File: config.mk
export PLATFORM = sky130hd
export DESIGN_NAME = rtc_bus_reader_flat
export DESIGN_NICKNAME = d
export VERILOG_FILES = /design/src/rtl/rtc_bus_reader_pkg.sv /design/src/rtl/rtc_bus_reader_if.sv /design/src/rtl/rtc_phase_timer.sv /design/src/rtl/rtc_bus_reader.sv /design/src/flat_wrapper.sv
export SDC_FILE = /design/constraint.sdc
export NUM_CORES = 1
export LEC_CHECK = 0
export CAP_MARGIN = 20
export CELL_PAD_IN_SITES_DETAIL_PLACEMENT = 1
export CELL_PAD_IN_SITES_GLOBAL_PLACEMENT = 1
export CORE_MARGIN = 1.5
export CORE_UTILIZATION = 39
export CTS_CLUSTER_DIAMETER = 80
export DETAILED_ROUTE_END_ITERATION = 10
export MAX_ROUTING_LAYER = met4
export PLACE_DENSITY_LB_ADDON = 0.15
export SKIP_LAST_GASP = 1
export SLEW_MARGIN = 30
export SYNTH_ARGS = -nofsm -noshare
export SYNTH_HDL_FRONTEND = slang
export SYNTH_SLANG_ARGS = --single-unit
File: constraint.sdc
create_clock -name clk -period 4.1 [get_ports clk]
set_input_delay 0.615 -clock clk [delete_from_list [all_inputs] [get_ports clk]]
set_output_delay 0.615 -clock clk [all_outputs]
set_load 0.02 [all_outputs]
File: src/rtl/rtc_bus_reader_pkg.sv
// Shared definitions for the RTC multiplexed-bus sequencers: state encoding,
// default bus timing and the registered output bundle.
package rtc_bus_reader_pkg;

    localparam int unsigned CntWidth = 8;
    localparam int unsigned CntMax   = (1 << CntWidth) - 1;

    localparam int unsigned TSetupDefault = 2;
    localparam int unsigned TPulseDefault = 10;
    localparam int unsigned TGapDefault   = 4;

    typedef logic [CntWidth-1:0] cnt_t;

    typedef enum logic [2:0] {
        StIdle    = 3'd0,
        StASetup  = 3'd1,
        StAStrobe = 3'd2,
        StAHold   = 3'd3,
        StGap     = 3'd4,
        StDStrobe = 3'd5,
        StDEnd    = 3'd6,
        StDone    = 3'd7
    } state_e;

    typedef struct packed {
        logic       cs_n;
        logic       rd_n;
        logic       wr_n;
        logic       a_d_n;
        logic       ad_oe;
        logic [7:0] ad_out;
        logic       busy;
        logic       done;
    } bus_out_t;

    localparam bus_out_t OutIdle = '{
        cs_n:   1'b1,
        rd_n:   1'b1,
        wr_n:   1'b1,
        a_d_n:  1'b1,
        ad_oe:  1'b0,
        ad_out: 8'h00,
        busy:   1'b0,
        done:   1'b0
    };

    // The timer counts down to zero, so a state lasting N cycles loads N-1.
    function automatic cnt_t load_count(input int unsigned cycles);
        return cnt_t'(cycles - 1);
    endfunction

    function automatic logic is_addr_phase(input state_e s);
        return (s == StASetup) || (s == StAStrobe) || (s == StAHold);
    endfunction

endpackage

File: src/rtl/rtc_bus_reader_if.sv
// Request/response and multiplexed AD-bus signals of the RTC read sequencer.
interface rtc_bus_reader_if;
    import rtc_bus_reader_pkg::*;

    logic       start;
    logic [7:0] addr;
    logic       busy;
    logic       done;
    logic [7:0] data_out;

    logic [7:0] ad_in;
    logic [7:0] ad_out;
    logic       ad_oe;
    logic       cs_n;
    logic       rd_n;
    logic       wr_n;
    logic       a_d_n;

    // master: requester plus top-level AD tristate; slave: the sequencer.
    modport master (
        output start, addr, ad_in,
        input  busy, done, data_out, ad_out, ad_oe, cs_n, rd_n, wr_n, a_d_n
    );

    modport slave (
        input  start, addr, ad_in,
        output busy, done, data_out, ad_out, ad_oe, cs_n, rd_n, wr_n, a_d_n
    );

endinterface

File: src/rtl/rtc_phase_timer.sv
// Loadable down-counter timing one bus phase; zero flags the last cycle of the phase.
module rtc_phase_timer
    import rtc_bus_reader_pkg::*;
(
    input  logic clk,
    input  logic reset,
    input  logic load,
    input  cnt_t load_value,
    output logic zero
);

    cnt_t cnt_q, cnt_d;

    always_comb begin
        cnt_d = cnt_q;
        if (load) begin
            cnt_d = load_value;
        end else if (cnt_q != '0) begin
            cnt_d = cnt_q - cnt_t'(1);
        end
    end

    always_ff @(posedge clk) begin
        if (reset) begin
            cnt_q <= '0;
        end else begin
            cnt_q <= cnt_d;
        end
    end

    assign zero = (cnt_q == '0);

endmodule

File: src/rtl/rtc_bus_reader.sv
// RTC read sequencer: address write phase, bus gap, then data read phase.
// Every bus output is registered from the next state so strobes cannot glitch.
module rtc_bus_reader
    import rtc_bus_reader_pkg::*;
#(
    parameter int unsigned T_SETUP = TSetupDefault,
    parameter int unsigned T_PULSE = TPulseDefault,
    parameter int unsigned T_GAP   = TGapDefault
) (
    input  logic            clk,
    input  logic            reset,
    rtc_bus_reader_if.slave bus
);

    if (T_SETUP < 1 || T_SETUP > CntMax || T_PULSE < 1 || T_PULSE > CntMax ||
        T_GAP < 1 || T_GAP > CntMax) begin : g_bad_timing
        $error("rtc_bus_reader: T_SETUP, T_PULSE and T_GAP must lie in 1..255");
    end

    localparam cnt_t LdSetup = load_count(T_SETUP);
    localparam cnt_t LdPulse = load_count(T_PULSE);
    localparam cnt_t LdGap   = load_count(T_GAP);

    state_e     state_q, state_d;
    logic [7:0] addr_q, addr_d;
    logic [7:0] data_q, data_d;
    bus_out_t   out_q, out_d;

    logic tmr_load;
    cnt_t tmr_value;
    logic tmr_zero;

    rtc_phase_timer u_timer (
        .clk        (clk),
        .reset      (reset),
        .load       (tmr_load),
        .load_value (tmr_value),
        .zero       (tmr_zero)
    );

    // State register.
    always_ff @(posedge clk) begin
        if (reset) begin
            state_q <= StIdle;
            addr_q  <= 8'h00;
        end else begin
            state_q <= state_d;
            addr_q  <= addr_d;
        end
    end

    // Next state; the timer is reloaded on every transition into a timed state.
    always_comb begin
        state_d   = state_q;
        addr_d    = addr_q;
        data_d    = data_q;
        tmr_load  = 1'b0;
        tmr_value = '0;
        unique case (state_q)
            StIdle: begin
                if (bus.start) begin
                    state_d   = StASetup;
                    addr_d    = bus.addr;
                    tmr_load  = 1'b1;
                    tmr_value = LdSetup;
                end
            end
            StASetup: begin
                if (tmr_zero) begin
                    state_d   = StAStrobe;
                    tmr_load  = 1'b1;
                    tmr_value = LdPulse;
                end
            end
            StAStrobe: begin
                if (tmr_zero) begin
                    state_d   = StAHold;
                    tmr_load  = 1'b1;
                    tmr_value = LdSetup;
                end
            end
            StAHold: begin
                if (tmr_zero) begin
                    state_d   = StGap;
                    tmr_load  = 1'b1;
                    tmr_value = LdGap;
                end
            end
            StGap: begin
                if (tmr_zero) begin
                    state_d   = StDStrobe;
                    tmr_load  = 1'b1;
                    tmr_value = LdPulse;
                end
            end
            StDStrobe: begin
                if (tmr_zero) begin
                    state_d   = StDEnd;
                    tmr_load  = 1'b1;
                    tmr_value = LdSetup;
                    // Sample while RD is still low, on the edge that releases it.
                    data_d    = bus.ad_in;
                end
            end
            StDEnd: begin
                if (tmr_zero) begin
                    state_d = StDone;
                end
            end
            StDone: begin
                state_d = StIdle;
            end
            default: begin
                state_d = StIdle;
            end
        endcase
    end

    // Outputs decoded from the next state, then registered.
    always_comb begin
        out_d      = OutIdle;
        out_d.busy = (state_d != StIdle);
        out_d.done = (state_d == StDone);
        if (is_addr_phase(state_d)) begin
            out_d.cs_n   = 1'b0;
            out_d.a_d_n  = 1'b0;
            out_d.ad_oe  = 1'b1;
            out_d.ad_out = addr_d;
            out_d.wr_n   = (state_d != StAStrobe);
        end else if (state_d == StDStrobe) begin
            out_d.cs_n = 1'b0;
            out_d.rd_n = 1'b0;
        end else if (state_d == StDEnd) begin
            out_d.cs_n = 1'b0;
        end
    end

    always_ff @(posedge clk) begin
        if (reset) begin
            out_q  <= OutIdle;
            data_q <= 8'h00;
        end else begin
            out_q  <= out_d;
            data_q <= data_d;
        end
    end

    assign bus.cs_n     = out_q.cs_n;
    assign bus.rd_n     = out_q.rd_n;
    assign bus.wr_n     = out_q.wr_n;
    assign bus.a_d_n    = out_q.a_d_n;
    assign bus.ad_oe    = out_q.ad_oe;
    assign bus.ad_out   = out_q.ad_out;
    assign bus.busy     = out_q.busy;
    assign bus.done     = out_q.done;
    assign bus.data_out = data_q;

    // Bus contention and stray strobes would corrupt the RTC.
    always_ff @(posedge clk) begin
        if (!reset) begin
            assert (!(out_q.ad_oe && !out_q.rd_n))
                else $error("rtc_bus_reader: ad_oe and rd_n active together");
            assert (!out_q.cs_n || (out_q.rd_n && out_q.wr_n))
                else $error("rtc_bus_reader: strobe active with cs_n high");
        end
    end

endmodule
File: src/flat_wrapper.sv
// flat-port wrapper written by rule: the top's interface ports become plain ports
module rtc_bus_reader_flat import rtc_bus_reader_pkg::*;
#(
    parameter int unsigned T_SETUP = TSetupDefault,
    parameter int unsigned T_PULSE = TPulseDefault,
    parameter int unsigned T_GAP   = TGapDefault
)
  (clk, reset, bus_start, bus_addr, bus_ad_in, bus_busy, bus_done, bus_data_out, bus_ad_out, bus_ad_oe, bus_cs_n, bus_rd_n, bus_wr_n, bus_a_d_n);
  rtc_bus_reader_if bus_i ();
  input  logic clk;
  input  logic reset;
  input wire logic [$bits(bus_i.start)-1:0] bus_start;
  input wire logic [$bits(bus_i.addr)-1:0] bus_addr;
  input wire logic [$bits(bus_i.ad_in)-1:0] bus_ad_in;
  output wire logic [$bits(bus_i.busy)-1:0] bus_busy;
  output wire logic [$bits(bus_i.done)-1:0] bus_done;
  output wire logic [$bits(bus_i.data_out)-1:0] bus_data_out;
  output wire logic [$bits(bus_i.ad_out)-1:0] bus_ad_out;
  output wire logic [$bits(bus_i.ad_oe)-1:0] bus_ad_oe;
  output wire logic [$bits(bus_i.cs_n)-1:0] bus_cs_n;
  output wire logic [$bits(bus_i.rd_n)-1:0] bus_rd_n;
  output wire logic [$bits(bus_i.wr_n)-1:0] bus_wr_n;
  output wire logic [$bits(bus_i.a_d_n)-1:0] bus_a_d_n;
  assign bus_i.start = bus_start;
  assign bus_i.addr = bus_addr;
  assign bus_i.ad_in = bus_ad_in;
  assign bus_busy = bus_i.busy;
  assign bus_done = bus_i.done;
  assign bus_data_out = bus_i.data_out;
  assign bus_ad_out = bus_i.ad_out;
  assign bus_ad_oe = bus_i.ad_oe;
  assign bus_cs_n = bus_i.cs_n;
  assign bus_rd_n = bus_i.rd_n;
  assign bus_wr_n = bus_i.wr_n;
  assign bus_a_d_n = bus_i.a_d_n;
  rtc_bus_reader #(.T_SETUP(T_SETUP), .T_PULSE(T_PULSE), .T_GAP(T_GAP)) u_core (.clk(clk), .reset(reset), .bus(bus_i));
endmodule
==> flow_summary.json, run 1 <==
{
  "h-tree-depth": 2,
  "synth_warnings": 0,
  "synth_edf_count": 0,
  "synth_seq_area_share_pct": 49.9,
  "cp.arrival_ns": 2.47,
  "via_count": 1440,
  "clockRootBuffer": "clkbuf_8",
  "initial_core_util_pct": 41.2,
  "ys.flop_type": "dfxtp_1",
  "cts_setup_buffers": 0,
  "gp_congestion": 0.800,
  "placed_area_um2": 2120,
  "timing.final.crit_share_pct": 55.9,
  "post-route-drc-count": 0,
  "syn_area_um2": 1680,
  "fin_crit_ns": 2.29,
  "wirelength_um": 4200,
  "final_cells": 270,
  "dieWidth_um": 68.7,
  "drv_slew": 0,
  "leakagePower_uw": 0.000800,
  "async_reset_ff_share_pct": 0,
  "io_pins": 42,
  "cts_resized": 0,
  "slew_headroom_pct": 55.9,
  "grt_pass1_vias": 1395,
  "area_delta_synth_final_pct": 33.1,
  "internal_power_uw": 948,
  "rsz0062_at_grt": "false",
  "worst_pin_slew_ns": 0.659,
  "die_h_um": 68.7,
  "nNetsFinal": 239,
  "coreArea_um2": 4090,
  "clock_path_buffers": 2,
  "dpl.hpwl_um": 2960,
  "synth_seq_cells": 42,
  "ir_drop_uv": 341,
  "synth_cell_types": 38,
  "fin_hold_ws_ns": 0.459,
  "grt_overflow": 0,
  "setup-tns-final_ns": 0,
  "cts_buffers": 5,
  "max_freq_mhz": 437,
  "final_common_cell": "dfxtp_1",
  "maxCapViolCount": 0,
  "power.share.sequential_pct": 37.0,
  "crit_fanout": 8,
  "avgRoutedWirePerCell_um": 15.6,
  "via_per_inst": 5.33,
  "p_sw_uw": 638,
  "required_ns": 4.28,
  "syn_inst": 182,
  "cts.hold.buffers_added": 0,
  "fin_worst_skew_ns": 0.00801,
  "swShare_pct": 40.2,
  "finalHoldViolCount": 0,
  "cp-end-kind": "register",
  "fp.dieArea_um2": 4720,
  "num_rows": 23,
  "hp-class": "register to register",
  "grt_use_total_pct": 19.9,
  "timing.final.ws_setup_ns": 1.81,
  "final_antenna_net_count": 0,
  "p_clk_share_pct": 20.6,
  "p_comb_share_pct": 42.4,
  "criticalPathCategory": "register to register",
  "numPortBuffers": 41,
  "insertion_delay_ns": 0.30,
  "final_area_um2": 2240,
  "n_antenna_cell": 0,
  "dpl_worst_slack_ns": 1.43,
  "clk_pin_slew_ns": 0.08,
  "setup_viol": 0,
  "critPathLaunchType": "register",
  "final_cell_mix": "dfxtp_1, clkdlybuf4s50_1, nand2_1, a21oi_1, nor2_1",
  "drive_above_1_share_pct": 5.91,
  "syn-num-nets": 202,
  "clock-sinks": 42,
  "synth_area_per_cell_um2": 9.25,
  "antenna_found_initial": 0,
  "p_per_area_nw_per_um2": 707,
  "drt_iter0_markers": 49,
  "grt_max_degree": 21,
  "drtPass1Iterations": 5,
  "outcome": "completed",
  "grt_pass1_wl_um": 6620,
  "tritoncts": "yes",
  "dp_cells": 262
}
power by group through the flow:
stage | clock, uW | sequential, uW | combinational (uW)
after global routing | 349 | 603 | 739
after global placement | 0 | 582 | 641
final | 326 | 586 | 673
after CTS | 336 | 584 | 682
after floorplan | 0 | 582 | 494
after detailed placement | 0 | 591 | 671
layout make-up:
class,count,area (um^2)
clock buffer,6,72.6
clock inverter,2,37.5
fill,475,1840
inverter,3,11.3
multi-input combinational,125,800
sequential,42,841
tap,50,62.6
timing repair buffer,42,418
synthesized netlist by cell type, types with 2 or more instances:
cell / count / area share [%]
dfxtp_1: 42 / 50
nand2_1: 23 / 5.1
a21oi_1: 17 / 5.1
nor2_1: 16 / 3.6
clkbuf_1: 10 / 2.2
mux2i_1: 9 / 5.3
and2_1: 8 / 3.0
o21ai_0: 7 / 2.1
a311oi_1: 4 / 2.1
nand3_1: 4 / 1.2
nor3_1: 4 / 1.2
inv_1: 3 / 0.67
nor4_1: 3 / 1.1
or3_1: 3 / 1.1
or4b_1: 3 / 1.8
nand3b_1: 2 / 0.89
or4_1: 2 / 0.89
xnor2_1: 2 / 1.0
metal layers:
layer | track usage [%] | up-vias | part of all wire (%)
li1 | - | 709 | -
met1 | 23.3 | 685 | 43
met2 | 32.8 | 40 | 51
met3 | 5.36 | 6 | 4.7
met4 | 7.35 | 0 | 1.3
met5 | - | - | 0
worst paths after layout:
check	depth (start not counted)	end	slack (ns)	start
hold / removal	2	u_core.addr_q[3]	0.46	u_core.addr_q[3]
setup reg to reg	6	u_core.bus.data_out[5]	1.81	u_core.u_timer.cnt_q[0]
hold reg to reg	2	u_core.addr_q[3]	0.46	u_core.addr_q[3]
setup / recovery	6	u_core.bus.data_out[5]	1.81	u_core.u_timer.cnt_q[0]
worst max-delay path: stages (launching register included):
cell	delay [ns]
dfxtp_1	0.34
inv_1	0.08
ha_1	0.23
or4b_1	0.68
nor3_4	0.53
mux2i_1	0.25
nor2_1	0.05
stage by stage:
step	power [uW]	utilization [%]
after floorplan	1080	-
after global placement	1220	51.8
after detailed placement	1260	52.0
after CTS	1600	54.7
after global routing	1690	54.9
final	1590	54.9
registers in the layout, indices dropped and copies added (netlist names):
signal / flops
u_core.addr_q: 8
u_core.bus.ad_out: 8
u_core.bus.data_out: 8
u_core.u_timer.cnt_q: 8
u_core.state_q: 3
u_core.bus.a_d_n: 1
u_core.bus.ad_oe: 1
u_core.bus.busy: 1
u_core.bus.cs_n: 1
u_core.bus.done: 1
u_core.bus.rd_n: 1
u_core.bus.wr_n: 1
logic make-up after synthesis:
family / Yosys count / synth area share, %
AOI/OAI and AO/OA: 37 / 13.4
adders and majority gates: 1 / 0.743
xor gates and xnor gates: 2 / 1.04
DFF: 42 / 49.9
and+or+nand+nor: 76 / 25.6
muxes: 9 / 5.35
buffers and inverters: 15 / 3.86
No activity file was read; power rests on OpenSTA's default activity.
==> run 2: changes to the inputs <==
CORE_UTILIZATION = 32   (was 39)
clock period = 2 ns   (was 4.1 ns; I/O delays follow)
==> run 2 against run 1 <==
Compared with the run above:
- final cell count rose by 16%
- power rose by 130%
- wire length rose by 6.5%
- hold slack improved by 0.0057 ns
- first-iteration DRC count rose by 8.2%
- global-route usage fell by 1.7 points
- core utilization fell by 6.1 points
- critical path type unchanged
==> flow_summary.json, run 2 (synthesis results as in run 1) <==
{
  "crit_fanout": 8,
  "avgRoutedWirePerCell_um": 14.3,
  "clock-sinks": 42,
  "cp-end-kind": "register",
  "finalHoldViolCount": 0,
  "final_antenna_net_count": 0,
  "internal_power_uw": 2290,
  "p_per_area_nw_per_um2": 1500,
  "leakagePower_uw": 0.000919,
  "area_delta_synth_final_pct": 46.9,
  "maxCapViolCount": 0,
  "p_clk_share_pct": 18.9,
  "fp.dieArea_um2": 5710,
  "drv_slew": 0,
  "required_ns": 2.20,
  "dieWidth_um": 75.5,
  "setup_viol": 0,
  "initial_core_util_pct": 33.2,
  "die_h_um": 75.5,
  "grt_overflow": 0,
  "gp_congestion": 0.848,
  "wirelength_um": 4480,
  "final_cells": 313,
  "n_antenna_cell": 0,
  "clock_path_buffers": 2,
  "cts_buffers": 5,
  "clk_pin_slew_ns": 0.09,
  "dpl.hpwl_um": 3390,
  "final_cell_mix": "clkdlybuf4s50_1, dfxtp_1, nand2_1, buf_4, a21oi_1",
  "swShare_pct": 38.4,
  "hp-class": "register to register",
  "grt_use_total_pct": 18.2,
  "nNetsFinal": 262,
  "num_rows": 26,
  "p_comb_share_pct": 50.7,
  "ir_drop_uv": 565,
  "drtPass1Iterations": 3,
  "timing.final.ws_setup_ns": 0.0767,
  "max_freq_mhz": 520,
  "insertion_delay_ns": 0.30,
  "final_common_cell": "clkdlybuf4s50_1",
  "dp_cells": 304,
  "cts.hold.buffers_added": 0,
  "via_count": 1527,
  "fin_hold_ws_ns": 0.465,
  "io_pins": 42,
  "drt_iter0_markers": 53,
  "slew_headroom_pct": 55.1,
  "dpl_worst_slack_ns": -0.0889,
  "coreArea_um2": 5070,
  "cp.arrival_ns": 2.12,
  "rsz0062_at_grt": "true",
  "outcome": "completed",
  "timing.final.crit_share_pct": 96.2,
  "h-tree-depth": 2,
  "antenna_found_initial": 0,
  "critPathLaunchType": "register",
  "post-route-drc-count": 0,
  "tritoncts": "yes",
  "fin_worst_skew_ns": 0.00929,
  "p_sw_uw": 1430,
  "worst_pin_slew_ns": 0.674,
  "power.share.sequential_pct": 30.3,
  "clockRootBuffer": "clkbuf_8",
  "grt_pass1_wl_um": 7600,
  "criticalPathCategory": "register to register",
  "grt_max_degree": 16,
  "numPortBuffers": 41,
  "nFillCells": 586,
  "via_per_inst": 4.88,
  "fin_crit_ns": 1.92,
  "drive_above_1_share_pct": 17.7,
  "grt_pass1_vias": 1675
}
-- run 2: changes by cell type in the layout (fill, tap and decap cells not counted), moves of 2 or more --
cell / before / now
buf_4: 1 / 22
dfxtp_1: 42 / 40
dfxtp_2: 0 / 2
inv_1: 3 / 1
inv_2: 0 / 2
-- run 2: metrics by stage --
stage | setup TNS [ns] | total power (uW) | cell area (um^2) | utilization (%)
2_1_floorplan | 0 | 2200 | 1680 | -
3_3_place_gp | -0.704 | 2850 | 2320 | 45.7
3_5_place_dp | -0.649 | 2940 | 2330 | 45.8
4_1_cts | 0 | 3680 | 2450 | 48.2
5_1_grt | -0.0560 | 4010 | 2470 | 48.7
6_report | 0 | 3710 | 2470 | 48.7
-- run 2: layer usage --
| metal | wire (um) | global-route usage [%] | share of wire (%) |
|---|---|---|---|
| met1 | 1890 | 20.4 | 42 |
| met2 | 2360 | 31.7 | 53 |
| met3 | 170 | 4.63 | 3.8 |
| met4 | 55 | 5.95 | 1.2 |
| met5 | 0 | - | 0 |
-- run 2: worst paths after layout --
| check | start | end | slack (ns) | cells after the start |
|---|---|---|---|---|
| max | u_core.u_timer.cnt_q[1] | u_core.bus.data_out[6] | 0.08 | 8 |
| min | u_core.addr_q[0] | u_core.addr_q[0] | 0.47 | 2 |
| max reg2reg | u_core.u_timer.cnt_q[1] | u_core.bus.data_out[6] | 0.08 | 8 |
| min reg2reg | u_core.addr_q[0] | u_core.addr_q[0] | 0.47 | 2 |
-- run 2: power groups by stage --
stage | logic [uW] | registers (uW) | clock network, uW
after CTS | 1830 | 1120 | 727
after global placement | 1720 | 1130 | 0
final | 1880 | 1130 | 703
after global routing | 2100 | 1150 | 760
after detailed placement | 1800 | 1140 | 0
after floorplan | 1010 | 1190 | 0
-- run 2: area by class of cell --
cell class	instances	area, um^2	area share (%)
Clock inverter	3	48.8	1.97
Timing Repair Buffer	65	607	24.5
Tap cell	70	87.6	3.54
Inverter	3	11.3	0.455
Multi-Input combinational cell	125	807	32.6
Sequential cell	42	843	34.1
Clock buffer	5	68.8	2.78
-- run 2: critical path, stage by stage (launching register included) --
cell,delay [ns]
dfxtp_2,0.33
inv_2,0.07
ha_4,0.13
or4b_4,0.51
buf_6,0.16
nor3_4,0.21
buf_12,0.16
mux2i_1,0.19
nor2_1,0.06
-- run 2: what timing repair did --
| item | CTS | global route |
|---|---|---|
| gates resized for setup | 1 | 7 |
| buffers inserted | 0 | 1 |
| cloned | 0 | 0 |
| pin swaps | 1 | 3 |
| endpoints found under the setup margin | 8 | 11 |
==> run 3: changes to the inputs <==
CORE_MARGIN = 3   (was 1.5)
==> run 3 against run 2 <==
Compared with the run above:
- via count down 2.0%
- design area down 3.4%
- fmax up 2.4%
- final cell count down 2.9%
- critical path depth down 2
- clock-buffer cell count up 1
- sequential share of layout area up 1.1 points
- register-to-register slack better by 0.05 ns
- setup slack better by 0.046 ns
==> flow_summary.json, run 3 (synthesis results as in run 1) <==
{
  "rr_worst_depth": 6,
  "drtPass1Iterations": 4,
  "cp_cell_sequence": "inv_1 -> ha_1 -> or4b_4 -> nor2_8 -> xnor2_1 -> or4b_1",
  "use_met3_pct": 5.39,
  "cp-end-kind": "register",
  "rsz0062_at_grt": "false",
  "post-route-drc-count": 0,
  "grt_max_degree": 31,
  "dieWidth_um": 78.5,
  "r2r_start": "u_core.u_timer.cnt_q[1]",
  "crit_fanout": 3,
  "p_sw_uw": 1360,
  "via_per_inst": 4.92,
  "maxCapViolCount": 0,
  "initial_core_util_pct": 34.3,
  "cts_buffers": 5,
  "drive_above_1_share_pct": 13.5,
  "worst_path_largest_cell_delay_ns": 0.54,
  "critPathLaunchType": "register",
  "final_antenna_net_count": 0,
  "busiest_layer": "met2",
  "tritoncts": "yes",
  "coreArea_um2": 4910,
  "cts_setup_buffers": 0,
  "fin_worst_skew_ns": 0.00319,
  "max_freq_mhz": 533,
  "grt_pass1_wl_um": 7650,
  "h-tree-depth": 2,
  "nNetsFinal": 256,
  "grt_overflow": 0,
  "p_clk_share_pct": 15.5,
  "required_ns": 2.17,
  "drt_iter0_markers": 85,
  "p_per_area_nw_per_um2": 1430,
  "slew_headroom_pct": 59.1,
  "antenna_found_initial": 0,
  "clk_pin_slew_ns": 0.08,
  "numPortBuffers": 41,
  "gp_congestion": 0.836,
  "fin_util_pct": 48.7,
  "dp_cells": 296,
  "avgRoutedWirePerCell_um": 14.4,
  "gr-usage-met1_pct": 18.5,
  "drv_slew": 0,
  "final_cell_mix": "dfxtp_1, clkdlybuf4s50_1, nand2_1, a21oi_1",
  "finalPower_uw": 3420,
  "critPathCapture": "u_core.bus.rd_n",
  "worst_pin_slew_ns": 0.613,
  "n_antenna_cell": 0,
  "clock-sinks": 42,
  "outcome": "completed",
  "grt_pass1_vias": 1574,
  "cp.arrival_ns": 2.05,
  "criticalPathCategory": "register to register",
  "io_pins": 42,
  "setup_viol": 0,
  "finalHoldViolCount": 0,
  "slowest_stage": "or4b_4",
  "leakagePower_uw": 0.000882,
  "via_count": 1497,
  "num_rows": 25,
  "power.share.sequential_pct": 33.1,
  "fin_crit_ns": 1.88,
  "met2_usage_pct": 26.8,
  "wirelength_um": 4390,
  "p_comb_share_pct": 51.5,
  "timing.final.crit_share_pct": 93.9,
  "insertion_delay_ns": 0.29,
  "area_delta_synth_final_pct": 41.9,
  "hp-class": "register to register",
  "grt_use_total_pct": 16.1,
  "fp.dieArea_um2": 6170,
  "internal_power_uw": 2070,
  "swShare_pct": 39.6,
  "final_common_cell": "dfxtp_1",
  "ir_drop_uv": 535,
  "clockRootBuffer": "clkbuf_8",
  "dpl.hpwl_um": 3350,
  "startpoint": "u_core.u_timer.cnt_q[1]",
  "final_cells": 304,
  "die_h_um": 78.5,
  "reg2reg_to": "u_core.bus.rd_n",
  "clock_path_buffers": 2,
  "rrSetupSlack_ns": 0.12
}
-- run 3: cell count changes in the layout (fill, tap and decap cells not counted), moves of 2 or more --
cell / change
dfxtp_1: +2
inv_1: +2
inv_2: -2
dfxtp_2: -2
buf_4: -6
-- run 3: cell type report --
cell class / instances / area, um^2
multi-input combinational: 125 / 797
timing repair buffer: 59 / 571
sequential: 42 / 841
fill: 566 / 2520
clock buffer: 6 / 72.6
tap: 67 / 83.8
clock inverter: 2 / 13.8
inverter: 3 / 11.3
-- run 3: worst min path at each step --
stage / start / cells past startpoint / slack (ns) / end
6_report: u_core.addr_q[1] / 2 / 0.47 / u_core.addr_q[1]
5_1_grt: u_core.addr_q[1] / 2 / 0.50 / u_core.addr_q[1]
2_1_floorplan: reset / 1 / 0.41 / u_core.bus.rd_n
3_5_place_dp: u_core.addr_q[5] / 2 / 0.46 / u_core.addr_q[5]
3_3_place_gp: u_core.addr_q[3] / 2 / 0.44 / u_core.addr_q[3]
4_1_cts: u_core.addr_q[2] / 2 / 0.47 / u_core.addr_q[2]
-- run 3: metrics by stage --
stage / hold slack, ns / cell area [um^2] / worst slack, ns / setup TNS, ns
2_1_floorplan: 0.407 / 1680 / 0.0398 / 0
3_3_place_gp: 0.442 / 2290 / -0.112 / -1.06
3_5_place_dp: 0.457 / 2290 / -0.211 / -2.02
4_1_cts: 0.469 / 2390 / 0.0837 / 0
5_1_grt: 0.496 / 2390 / 0.00330 / 0
6_report: 0.465 / 2390 / 0.123 / 0
-- run 3: power by group through the flow --
stage               Clock [uW]  Sequential (uW)  Combinational [uW]
floorplan                    0             1190                1010
global placement             0             1140                1660
detailed placement           0             1150                1740
CTS                        558             1130                1780
global route               599             1160                1960
finish                     530             1130                1760
-- run 3: layer usage --
layer,up-vias,part of all wire (%)
met2,36,51
li1,744,-
met3,4,5.0
met1,713,43
met5,-,0
met4,0,0.84
-- run 3: critical path: cells and delay by family, from the launching register on --
family	cells	cell delay, ns
simple gates	3	1.13
flops	1	0.32
fa+ha+maj	1	0.17
buf+inv	1	0.07
xor+xnor	1	0.07
-- run 3: timing repair --
item                       in CTS  in global routing
hold buffers                    0                  0
gates resized for setup         2                  2
cloned                          0                  0
setup endpoints to repair      11                  6
pin swaps                       0                  2
==> edit (flow settings as in run 2) <==
Take the reset off `addr_q` and load it in a clocked block of its own.
--- a/src/rtl/rtc_bus_reader.sv
+++ b/src/rtl/rtc_bus_reader.sv
@@ -44,7 +44,9 @@
             state_q <= StIdle;
-            addr_q  <= 8'h00;
         end else begin
             state_q <= state_d;
-            addr_q  <= addr_d;
         end
+    end
+
+    always_ff @(posedge clk) begin
+        addr_q <= addr_d;
     end
Function: same outputs for any inputs over 10 cycles, from zero or initial values and one cycle with reset high; that may be too few to reach the edited logic, so the function may still have changed.
==> edit against run 2 <==
Area after synthesis rose by 6.8%. Maximum frequency rose by 0.18%. Wire length rose by 7.5%. Sequential cell count did not move. Global-route usage fell by 1.0 points. Worst setup slack improved by 0.0035 ns. Final cell count fell by 4.2%. Hold slack improved by 0.013 ns. Via count fell by 1.8%. Power rose by 14%. Cell area rose by 4.0%. Critical path type unchanged. Largest cell class is now multi-input combinational cells.
==> edit: results (changes against run 2) <==
Outcome
  • Status: completed

Setup path
  • Largest delay contributor family on the critical path: simple AND/OR/NAND/NOR gates
  • Crit path largest cell delay: 0.54 ns (+0.03 ns)
  • WP data arrival: 2.10 ns (-0.02 ns)
  • Worst-path fanout max: 10 (+2)
  • Crit path launch: u_core.u_timer.cnt_q[2]
  • Critical-path top delay cell: or4_1
  • Critical path endpoint category: register

Routing
  • Vias/cell: 4.997 (+2.4%)
  • Wire length on met3: 102 um (-40%)
  • Metal-1 WL: 2.089 mm (+10%)
  • Routed length on met2: 2.575 mm (+9.0%)
  • DR pass1 iterations: 4 (+1)
  • Initial DRC count: 27 (-49%)
  • Routed len/inst: 16.05 um (+12%)

Power and ir drop
  • Max IR drop VDD: 0.7069 mV (+25%)
  • Leakage: 1.030 nW (+12%)
  • NetSw: 0.001606 W (+13%)

Final layout
  • NumNets Final: 247 (-5.7%)
  • Fill count: 616 (+5.1%)
  • Layout cell share with drive strength beyond 1: 22.81% (+5.1 points)

Place
  • Post-Place Worst Slack: -0.04452 ns (+0.04439 ns)
  • Dpl cell area: 2366 um^2 (+1.7%)
  • PortBufs: 41 (unchanged)
  • Post-DP HPWL: 3.542 mm (+4.5%)
  • Gp weighted congestion: 0.8321 (-1.9%)

Synth
  • Synth top area cells: dfxtp_1 (47%), mux2_2 (5.0%), mux2i_1 (4.5%)
  • Commonest cells post-synth: dfxtp_1 (42), nor2_1 (17), a21oi_1 (8), mux2_2 (8), mux2i_1 (8)
  • Post-synth top flop: dfxtp_1
  • Synth cell types: 53 (+39%)
  • Synth Area in XOR/XNOR: 1.947% (+0.91 points)
  • Compound-cell area share of the yosys netlist: 16.69% (+3.2 points)
  • Post-synth ARST share: 0% (unchanged)
  • Syn Nets: 191 (-5.4%)
  • Area share of fa/ha/maj cells after synthesis: 0.6954% (-0.048 points)
  • Mux contribution to synthesized area: 9.458% (+4.1 points)
  • Sequential element share of the synthesized area: 46.73% (-3.2 points)

STA
  • Final Setup Violations: 0 (unchanged)
  • Headroom to the max-slew limit: 68.04% (+13 points)
  • Worst hold slack: 0.4786 ns (+0.01344 ns)
  • Final clock skew: 0.003035 ns (-0.006257 ns)
  • PnR worst setup slack: 0.08012 ns (+0.003471 ns)

Global routing
  • Largest net degree at the start of global routing: 16 (unchanged)
  • Initial antenna violation count: 0 (unchanged)
  • First-pass GRT wire length: 8.017 mm (+5.4%)
  • Met2 Resource Use GR: 29.57% (-2.1 points)
  • Global-route usage over all layers: 17.20% (-1.0 points)
  • Vias in the first global route: 1620 (-3.3%)
  • Met3 usage: 2.824% (-1.8 points)
  • GR Util met1: 20.75% (+0.31 points)

Clocking
  • CTS max path bufs: 2 (unchanged)
  • H-tree Lvls: 2 (unchanged)
  • Clk_lat worst skew: 0.29 ns
  • Worst-path clk slew: 0.08 ns
  • Clk root buf: clkbuf_8
  • CTS buffer count: 5 (unchanged)

Min path
  • Hold path start: u_core.addr_q[4]
  • HP Class: reg2reg
edit: final timing paths:
path	end	cells past startpoint
worst max-delay path	u_core.bus.a_d_n	5
worst min-delay path	u_core.addr_q[4]	1
worst max register to register	u_core.bus.a_d_n	5
worst min register to register	u_core.addr_q[4]	1
edit: cell type report:
class / count / area, um^2 / share of cell area [%]
multi-input combinational: 118 / 960.9 / 37.35
sequential: 42 / 840.8 / 32.68
timing repair buffer: 56 / 523.0 / 20.33
tap: 72 / 90.09 / 3.502
clock buffer: 6 / 82.58 / 3.210
clock inverter: 2 / 60.06 / 2.335
inverter: 4 / 15.01 / 0.5837
edit: repair_timing:
| item | 4_1_cts | 5_1_grt |
|---|---|---|
| cloned | 0 | 1 |
| setup buffers | 0 | 1 |
| setup endpoints to repair | 5 | 17 |
| pin swaps | 0 | 2 |
| gates resized for setup | 2 | 4 |
edit: stage by stage:
step | cells | power (W) | util [%]
floorplan | 171 | 0.002626 | -
global placement | 290 | 0.003216 | 43.23
detailed placement | 290 | 0.003306 | 43.23
CTS | 298 | 0.004172 | 46.02
global route | 300 | 0.004543 | 47.01
finish | 300 | 0.004250 | 47.01
edit: power by group through the flow:
| stage | combinational, W | sequential (W) | clock (W) |
|---|---|---|---|
| final | 0.00218 | 0.00125 | 0.000816 |
| after global routing | 0.00238 | 0.00129 | 0.000875 |
| after CTS | 0.00208 | 0.00125 | 0.000834 |
| after detailed placement | 0.00204 | 0.00127 | 0 |
| after global placement | 0.00196 | 0.00125 | 0 |
| after floorplan | 0.00129 | 0.00133 | 0 |
edit: logic make-up after synthesis:
logic type	after synthesis
and+or+nand+nor	55
muxes	16
buffers and inverters	12
DFF	42
AOI/OAI and AO/OA	41
xor gates and xnor gates	4
adders and majority gates	1
